**config.mk**
```make
export PLATFORM = sky130hd
export DESIGN_NAME = mem_wb_mux_sequencer_flat
export DESIGN_NICKNAME = d
export VERILOG_FILES = /design/src/rtl/mem_wb_mux_sequencer_pkg.sv /design/src/rtl/mem_wb_mux_sequencer_if.sv /design/src/rtl/mem_wb_mux_sequencer_sel_decode.sv /design/src/rtl/mem_wb_mux_sequencer.sv /design/src/flat_wrapper.sv
export SDC_FILE = /design/constraint.sdc
export NUM_CORES = 1
export LEC_CHECK = 0
export BUFFER_PORTS_ARGS = -buffer_cell sky130_fd_sc_hd__clkbuf_2
export CAP_MARGIN = 5
export CORE_MARGIN = 1.5
export CORE_UTILIZATION = 54
export DETAILED_ROUTE_END_ITERATION = 10
export PLACE_DENSITY = 0.82
export SLEW_MARGIN = 25
export SYNTH_ARGS = -nofsm -noshare
export SYNTH_HDL_FRONTEND = slang
export SYNTH_HIERARCHICAL = 1
export SYNTH_SLANG_ARGS = --single-unit
export TNS_END_PERCENT = 1
```
**constraint.sdc**
```tcl
create_clock -name clock -period 4.2 [get_ports clock]
set_clock_uncertainty 0.05 [all_clocks]
set_input_delay 0.42 -clock clock [delete_from_list [all_inputs] [get_ports clock]]
set_output_delay 0.42 -clock clock [all_outputs]
set_load 0.05 [all_outputs]
```
**src/rtl/mem_wb_mux_sequencer_pkg.sv**
```systemverilog
// Shared definitions for the memory stage: op classes, sequencer states,
// one-hot select constants for the MEM/WB data input multiplexor.
package mem_stage_pkg;

  localparam logic [3:0] OP_PASS    = 4'd0;
  localparam logic [3:0] OP_LD8     = 4'd1;
  localparam logic [3:0] OP_LD16    = 4'd2;
  localparam logic [3:0] OP_SFR     = 4'd3;
  localparam logic [3:0] OP_CPY_WT  = 4'd4;
  localparam logic [3:0] OP_CPY_WB  = 4'd5;
  localparam logic [3:0] OP_SWP_TM1 = 4'd6;
  localparam logic [3:0] OP_DUP_TM1 = 4'd7;

  typedef enum logic [1:0] {
    S_IDLE = 2'd0,
    S_WAIT = 2'd1,
    S_DONE = 2'd2
  } state_t;

  localparam logic [3:0] SEL_TOP_NONE    = 4'b0000;
  localparam logic [3:0] SEL_TOP_EX_MEM  = 4'b0001;
  localparam logic [3:0] SEL_TOP_LD_RES  = 4'b0010;
  localparam logic [3:0] SEL_TOP_TM1_TOP = 4'b0100;
  localparam logic [3:0] SEL_TOP_TM1_BOT = 4'b1000;

  localparam logic [6:0] SEL_BOT_NONE    = 7'b0000000;
  localparam logic [6:0] SEL_BOT_SFR     = 7'b0000001;
  localparam logic [6:0] SEL_BOT_EX_MEM  = 7'b0000010;
  localparam logic [6:0] SEL_BOT_LD_RES  = 7'b0000100;
  localparam logic [6:0] SEL_BOT_WB_TOP  = 7'b0001000;
  localparam logic [6:0] SEL_BOT_WB_BOT  = 7'b0010000;
  localparam logic [6:0] SEL_BOT_TM1_TOP = 7'b0100000;
  localparam logic [6:0] SEL_BOT_TM1_BOT = 7'b1000000;

  function automatic logic is_load(input logic [3:0] op);
    return (op == OP_LD8) || (op == OP_LD16);
  endfunction

endpackage

```
**src/rtl/mem_wb_mux_sequencer_if.sv**
```systemverilog
// Handshake and select bundle between the EX/MEM stage, data memory and the
// MEM/WB multiplexor control.
interface mem_wb_mux_sequencer_if;
  logic       ex_mem_valid;
  logic [3:0] ex_mem_op;
  logic       mem_ack;
  logic       mem_req;
  logic [3:0] sel_top;
  logic [6:0] sel_bot;
  logic       mem_wb_we;
  logic       stall;
  logic       bus_err;

  modport master (
    output ex_mem_valid, ex_mem_op, mem_ack,
    input  mem_req, sel_top, sel_bot, mem_wb_we, stall, bus_err
  );

  modport slave (
    input  ex_mem_valid, ex_mem_op, mem_ack,
    output mem_req, sel_top, sel_bot, mem_wb_we, stall, bus_err
  );
endinterface

```
**src/rtl/mem_wb_mux_sequencer_sel_decode.sv**
```systemverilog
// Combinational op-class decode into one-hot top/bottom selects; reserved
// op classes fall back to PASS.
module mem_wb_sel_decode
  import mem_stage_pkg::*;
(
  input  logic [3:0] op,
  output logic [3:0] sel_top,
  output logic [6:0] sel_bot
);

  // Op class to select lookup
  always_comb begin
    sel_top = SEL_TOP_EX_MEM;
    sel_bot = SEL_BOT_EX_MEM;
    case (op)
      OP_PASS:    begin sel_top = SEL_TOP_EX_MEM;  sel_bot = SEL_BOT_EX_MEM;  end
      OP_LD8:     begin sel_top = SEL_TOP_EX_MEM;  sel_bot = SEL_BOT_LD_RES;  end
      OP_LD16:    begin sel_top = SEL_TOP_LD_RES;  sel_bot = SEL_BOT_LD_RES;  end
      OP_SFR:     begin sel_top = SEL_TOP_EX_MEM;  sel_bot = SEL_BOT_SFR;     end
      OP_CPY_WT:  begin sel_top = SEL_TOP_EX_MEM;  sel_bot = SEL_BOT_WB_TOP;  end
      OP_CPY_WB:  begin sel_top = SEL_TOP_EX_MEM;  sel_bot = SEL_BOT_WB_BOT;  end
      OP_SWP_TM1: begin sel_top = SEL_TOP_TM1_BOT; sel_bot = SEL_BOT_TM1_TOP; end
      OP_DUP_TM1: begin sel_top = SEL_TOP_TM1_TOP; sel_bot = SEL_BOT_TM1_BOT; end
      default:    begin sel_top = SEL_TOP_EX_MEM;  sel_bot = SEL_BOT_EX_MEM;  end
    endcase
  end

endmodule

```
**src/rtl/mem_wb_mux_sequencer.sv**
```systemverilog
// MEM/WB mux control: decodes op selects and sequences loads over req/ack,
// stalling the pipeline and inserting bubbles until load data is captured.
module mem_wb_mux_sequencer
  import mem_stage_pkg::*;
#(
  parameter int MAX_WAIT = 15,
  parameter int CNT_W    = 4
) (
  input  logic                   clock,
  input  logic                   reset,
  mem_wb_mux_sequencer_if.slave  bus
);

  state_t           state;
  state_t           next_state;
  logic [CNT_W-1:0] wait_cnt;
  logic [3:0]       held_op;
  logic [3:0]       dec_op;
  logic [3:0]       dec_top;
  logic [6:0]       dec_bot;
  logic             req;
  logic             stl;
  logic             we;
  logic             err;
  logic [3:0]       top;
  logic [6:0]       bot;

  mem_wb_sel_decode u_decode (
    .op      (dec_op),
    .sel_top (dec_top),
    .sel_bot (dec_bot)
  );

  // State, wait counter and held-op registers
  always_ff @(posedge clock) begin
    if (reset) begin
      state    <= S_IDLE;
      wait_cnt <= {CNT_W{1'b0}};
      held_op  <= OP_PASS;
    end else begin
      state <= next_state;
      if (state == S_WAIT && next_state == S_WAIT) begin
        wait_cnt <= (wait_cnt == CNT_W'(MAX_WAIT)) ? wait_cnt : wait_cnt + CNT_W'(1);
      end else begin
        wait_cnt <= {CNT_W{1'b0}};
      end
      if (state == S_IDLE && next_state == S_WAIT) begin
        held_op <= bus.ex_mem_op;
      end
    end
  end

  // Next state and output decode; DONE decodes the held op since EX/MEM may have moved on
  always_comb begin
    next_state = state;
    dec_op     = bus.ex_mem_op;
    req        = 1'b0;
    stl        = 1'b0;
    we         = 1'b0;
    err        = 1'b0;
    top        = SEL_TOP_NONE;
    bot        = SEL_BOT_NONE;
    case (state)
      S_IDLE: begin
        if (bus.ex_mem_valid) begin
          if (is_load(bus.ex_mem_op) && !bus.mem_ack) begin
            req        = 1'b1;
            stl        = 1'b1;
            next_state = S_WAIT;
          end else begin
            we  = 1'b1;
            top = dec_top;
            bot = dec_bot;
          end
        end else begin
          next_state = S_IDLE;
        end
      end
      S_WAIT: begin
        if (bus.mem_ack) begin
          req        = 1'b1;
          stl        = 1'b1;
          next_state = S_DONE;
        end else if (wait_cnt == CNT_W'(MAX_WAIT)) begin
          err        = 1'b1;
          next_state = S_IDLE;
        end else begin
          req        = 1'b1;
          stl        = 1'b1;
        end
      end
      S_DONE: begin
        dec_op     = held_op;
        we         = 1'b1;
        top        = dec_top;
        bot        = dec_bot;
        next_state = S_IDLE;
      end
      default: begin
        next_state = S_IDLE;
      end
    endcase
  end

  // Outputs are forced quiet while reset is held
  always_comb begin
    if (reset) begin
      bus.mem_req   = 1'b0;
      bus.stall     = 1'b0;
      bus.mem_wb_we = 1'b0;
      bus.bus_err   = 1'b0;
      bus.sel_top   = SEL_TOP_NONE;
      bus.sel_bot   = SEL_BOT_NONE;
    end else begin
      bus.mem_req   = req;
      bus.stall     = stl;
      bus.mem_wb_we = we;
      bus.bus_err   = err;
      bus.sel_top   = top;
      bus.sel_bot   = bot;
    end
  end

endmodule

```
**src/flat_wrapper.sv**
```systemverilog
// flat-port wrapper written by rule: the top's interface ports become plain ports
module mem_wb_mux_sequencer_flat import mem_stage_pkg::*;
#(
  parameter int MAX_WAIT = 15,
  parameter int CNT_W    = 4
)
  (clock, reset, bus_ex_mem_valid, bus_ex_mem_op, bus_mem_ack, bus_mem_req, bus_sel_top, bus_sel_bot, bus_mem_wb_we, bus_stall, bus_bus_err);
  mem_wb_mux_sequencer_if bus_i ();
  input  logic clock;
  input  logic reset;
  input wire logic [$bits(bus_i.ex_mem_valid)-1:0] bus_ex_mem_valid;
  input wire logic [$bits(bus_i.ex_mem_op)-1:0] bus_ex_mem_op;
  input wire logic [$bits(bus_i.mem_ack)-1:0] bus_mem_ack;
  output wire logic [$bits(bus_i.mem_req)-1:0] bus_mem_req;
  output wire logic [$bits(bus_i.sel_top)-1:0] bus_sel_top;
  output wire logic [$bits(bus_i.sel_bot)-1:0] bus_sel_bot;
  output wire logic [$bits(bus_i.mem_wb_we)-1:0] bus_mem_wb_we;
  output wire logic [$bits(bus_i.stall)-1:0] bus_stall;
  output wire logic [$bits(bus_i.bus_err)-1:0] bus_bus_err;
  assign bus_i.ex_mem_valid = bus_ex_mem_valid;
  assign bus_i.ex_mem_op = bus_ex_mem_op;
  assign bus_i.mem_ack = bus_mem_ack;
  assign bus_mem_req = bus_i.mem_req;
  assign bus_sel_top = bus_i.sel_top;
  assign bus_sel_bot = bus_i.sel_bot;
  assign bus_mem_wb_we = bus_i.mem_wb_we;
  assign bus_stall = bus_i.stall;
  assign bus_bus_err = bus_i.bus_err;
  mem_wb_mux_sequencer #(.MAX_WAIT(MAX_WAIT), .CNT_W(CNT_W)) u_core (.clock(clock), .reset(reset), .bus(bus_i));
endmodule
```
==> parameters.txt <==
Parameter                              Value

Clock network
  CTS tree    done
  Number of buffers inserted during clock tree synthesis    3
  Gates resized, CTS repair    0
  Clock latency at the later pin of the worst-skew pair    0.27 ns
  CTS H-tree lvls    1
  Clock sink total    10
  Clock transition time at the flip-flop clock pins of the worst setup and hold paths    0.07 ns
  Buffer cell driving the clock tree root    sky130_fd_sc_hd__clkbuf_4
  Maximum buffer depth of the clock tree    2
  CTS hold repair buffers    0
  Post-CTS Setup Repair Bufs    0

Synth
  Mapped Nets    116
  Number of enable-type register cells in the synthesized netlist    0
  Share of the synthesized area in the top cell type    24.1%
  Main flop type after synthesis    sky130_fd_sc_hd__dfxtp_1
  Fraction of registers with async set/reset    0%
  Number of warnings reported in the yosys synthesis log    6
  Syn Std Cell Area    830 µm²
  Largest cells by area after synthesis    sky130_fd_sc_hd__dfxtp_1, sky130_fd_sc_hd__a211oi_1, sky130_fd_sc_hd__ha_1, sky130_fd_sc_hd__inv_1, sky130_fd_sc_hd__mux2_2
  Post-synth cell types    36
  Post-Synthesis Mean Instance Area    8.13 µm²
  Count of state elements after synthesis    10
  Gate count of the mapped netlist    102
  Cell taking the most area after synthesis    sky130_fd_sc_hd__dfxtp_1
  Sequential cell area fraction in the yosys report    24.1%

Critical path
  Crit start category    flip-flop
  Required time reported for the critical path endpoint    3.73 ns
  CP arrival    2.25 ns
  Critical path start-end classification    flip-flop to output port
  Kind of capture point of the worst setup path    output port
  Maximum fanout along the worst path    6

Timing
  Final critical-path setup slack    1.48 ns
  Fin Hold WS    0.324 ns
  Setup TNS after final layout    0 ns
  Worst Max-Slew Pin Slew    0.488 ns
  Maximum achievable frequency    0.367 GHz
  Tmin final    2.72 ns
  Setup violation total in the final timing report    0
  Slew margin rel.    67.4%
  Final count of pins violating max slew    0
  Unrepaired setup endpoints after global routing    no
  Period Utilization, post-route    64.9%
  Hold violation count in the final report    0

Die
  Area enclosed by the die boundary    0.00178 mm²
  Rows    13
  Overall die width    42.2 µm
  Core outline area    0.00137 mm²
  Die Y    42.2 µm
  Number of placed I/O pins    23
  Initial standard-cell utilization of the core    60.7%

Detailed routing
  Total Routed Length    1.79 mm
  Antenna violation net count after detailed routing    0
  Wirelength per Cell    13.0 µm
  1st-pass router iterations    4
  Initial DRC Count    14
  Vias after detailed routing    761
  Number of DRC violations after detailed routing    0
  Vias per Instance    5.55

Global routing
  Total congestion overflow after global routing    0
  Vias in the first global route    705
  Pin count of the biggest net entering global routing    13
  Initial antenna violation count    0
  Global-route usage over all layers    20.6%
  Global-route wire length before repair    2.95 mm

Run
  Number of violations of the max-capacitance limit    0

Cells and area
  Net count, final    137
  Number of inserted filler cells in the final layout    125
  Share of cells above drive strength 1    28.7%
  Non-filler instance count after layout    137
  Final cell utilization of the core    69.7%
  Area growth syn-to-layout    14.8%
  Commonest cells after routing, fill and taps aside    sky130_fd_sc_hd__clkbuf_2, sky130_fd_sc_hd__inv_1, sky130_fd_sc_hd__a211oi_1, sky130_fd_sc_hd__dfxtp_1, sky130_fd_sc_hd__and2_1
  Most frequent standard cell in the layout excluding fill and tap cells    sky130_fd_sc_hd__clkbuf_2
  Ant. Diodes    0
  Final instance area    952 µm²

Power
  Leak Pwr    0.440 nW
  Power density cells    245 mW/mm²
  Largest voltage drop on the vdd net    261 µV
  Design Power    233 µW

Place
  IO Port Bufs    22
  Number of placed cells counting well taps    133
  Cell area after placement    916 µm²
  Final GP Congestion    0.859
  Detailed-placement wirelength estimate    1.34 mm
  Worst setup slack before clock tree synthesis    1.75 ns

Outcome
  Status    completed

Hold path
  Class of the most critical hold timing path    input pin to flip-flop
state kept, by name (all words and copies together) (netlist names):
signal / cells
u_core/state: 2
u_core/wait_cnt: 4
u_core/held_op: 4
cell usage after synthesis (2+ instances only):
| master | n |
|---|---|
| sky130_fd_sc_hd__a211oi_1 | 12 |
| sky130_fd_sc_hd__a21oi_1 | 5 |
| sky130_fd_sc_hd__and2_1 | 7 |
| sky130_fd_sc_hd__and3_1 | 3 |
| sky130_fd_sc_hd__buf_4 | 3 |
| sky130_fd_sc_hd__dfxtp_1 | 10 |
| sky130_fd_sc_hd__ha_1 | 6 |
| sky130_fd_sc_hd__inv_1 | 17 |
| sky130_fd_sc_hd__mux2_2 | 4 |
| sky130_fd_sc_hd__nand3_1 | 2 |
| sky130_fd_sc_hd__nand3b_1 | 2 |
| sky130_fd_sc_hd__nor2_1 | 4 |
| sky130_fd_sc_hd__nor3_1 | 2 |
| sky130_fd_sc_hd__nor3b_1 | 2 |
| sky130_fd_sc_hd__o21ai_0 | 2 |
where the power goes:
group	internal, mW	total (mW)	switching, mW
Sequential	0.0954	0.0959	0.000482
Clock	0.0527	0.0885	0.0358
Combinational	0.0161	0.0488	0.0326
Total	0.164	0.233	0.0689
cell type report:
type	count	area, µm²	area share (%)
tap	15	18.8	1.97
inverter	17	63.8	6.70
timing repair buffer	22	110	11.6
multi-input combinational	69	523	54.9
sequential	10	200	21.0
clock buffer	4	36.3	3.81
routing by layer:
layer	global-route usage, %	wire length, µm	part of all wire, %
met1	24.2	812	45
met2	36.3	890	50
met3	6.47	60	3.4
met4	4.38	21	1.2
met5	0	0	0
critical path, cell delays in order (launching register included):
cell and delay [ns]:
sky130_fd_sc_hd__dfxtp_1 0.39, sky130_fd_sc_hd__nand2b_1 0.24, sky130_fd_sc_hd__mux2_2 0.39, sky130_fd_sc_hd__inv_1 0.11, sky130_fd_sc_hd__ha_1 0.18, sky130_fd_sc_hd__and2_1 0.14, sky130_fd_sc_hd__inv_1 0.04, sky130_fd_sc_hd__a211oi_1 0.17
sky130_fd_sc_hd__clkbuf_2 0.32
kinds of logic (layout without fill, tap and decap cells):
kind of cell	after synthesis	count (layout)	share of synthesized area [%]
compound gates	23	23	19.2
xor+xnor	3	3	4.07
fa+ha+maj	6	6	9.05
buf+inv	23	43	12.8
flops	10	10	24.1
mux	5	5	6.64
simple gates	32	32	24.1
worst paths after layout:
| path | startpoint | slack (ns) | cells after the start | to |
|---|---|---|---|---|
| worst max-delay path | u_core/state[0] | 1.48 | 8 | bus_sel_bot[5] |
| worst min-delay path | reset | 0.32 | 2 | u_core/held_op[1] |
| worst max register to register | u_core/state[1] | 2.94 | 3 | u_core/held_op[2] |
| worst min register to register | u_core/held_op[1] | 0.43 | 2 | u_core/held_op[1] |
Note: power is estimated with default switching activity, not from simulation.
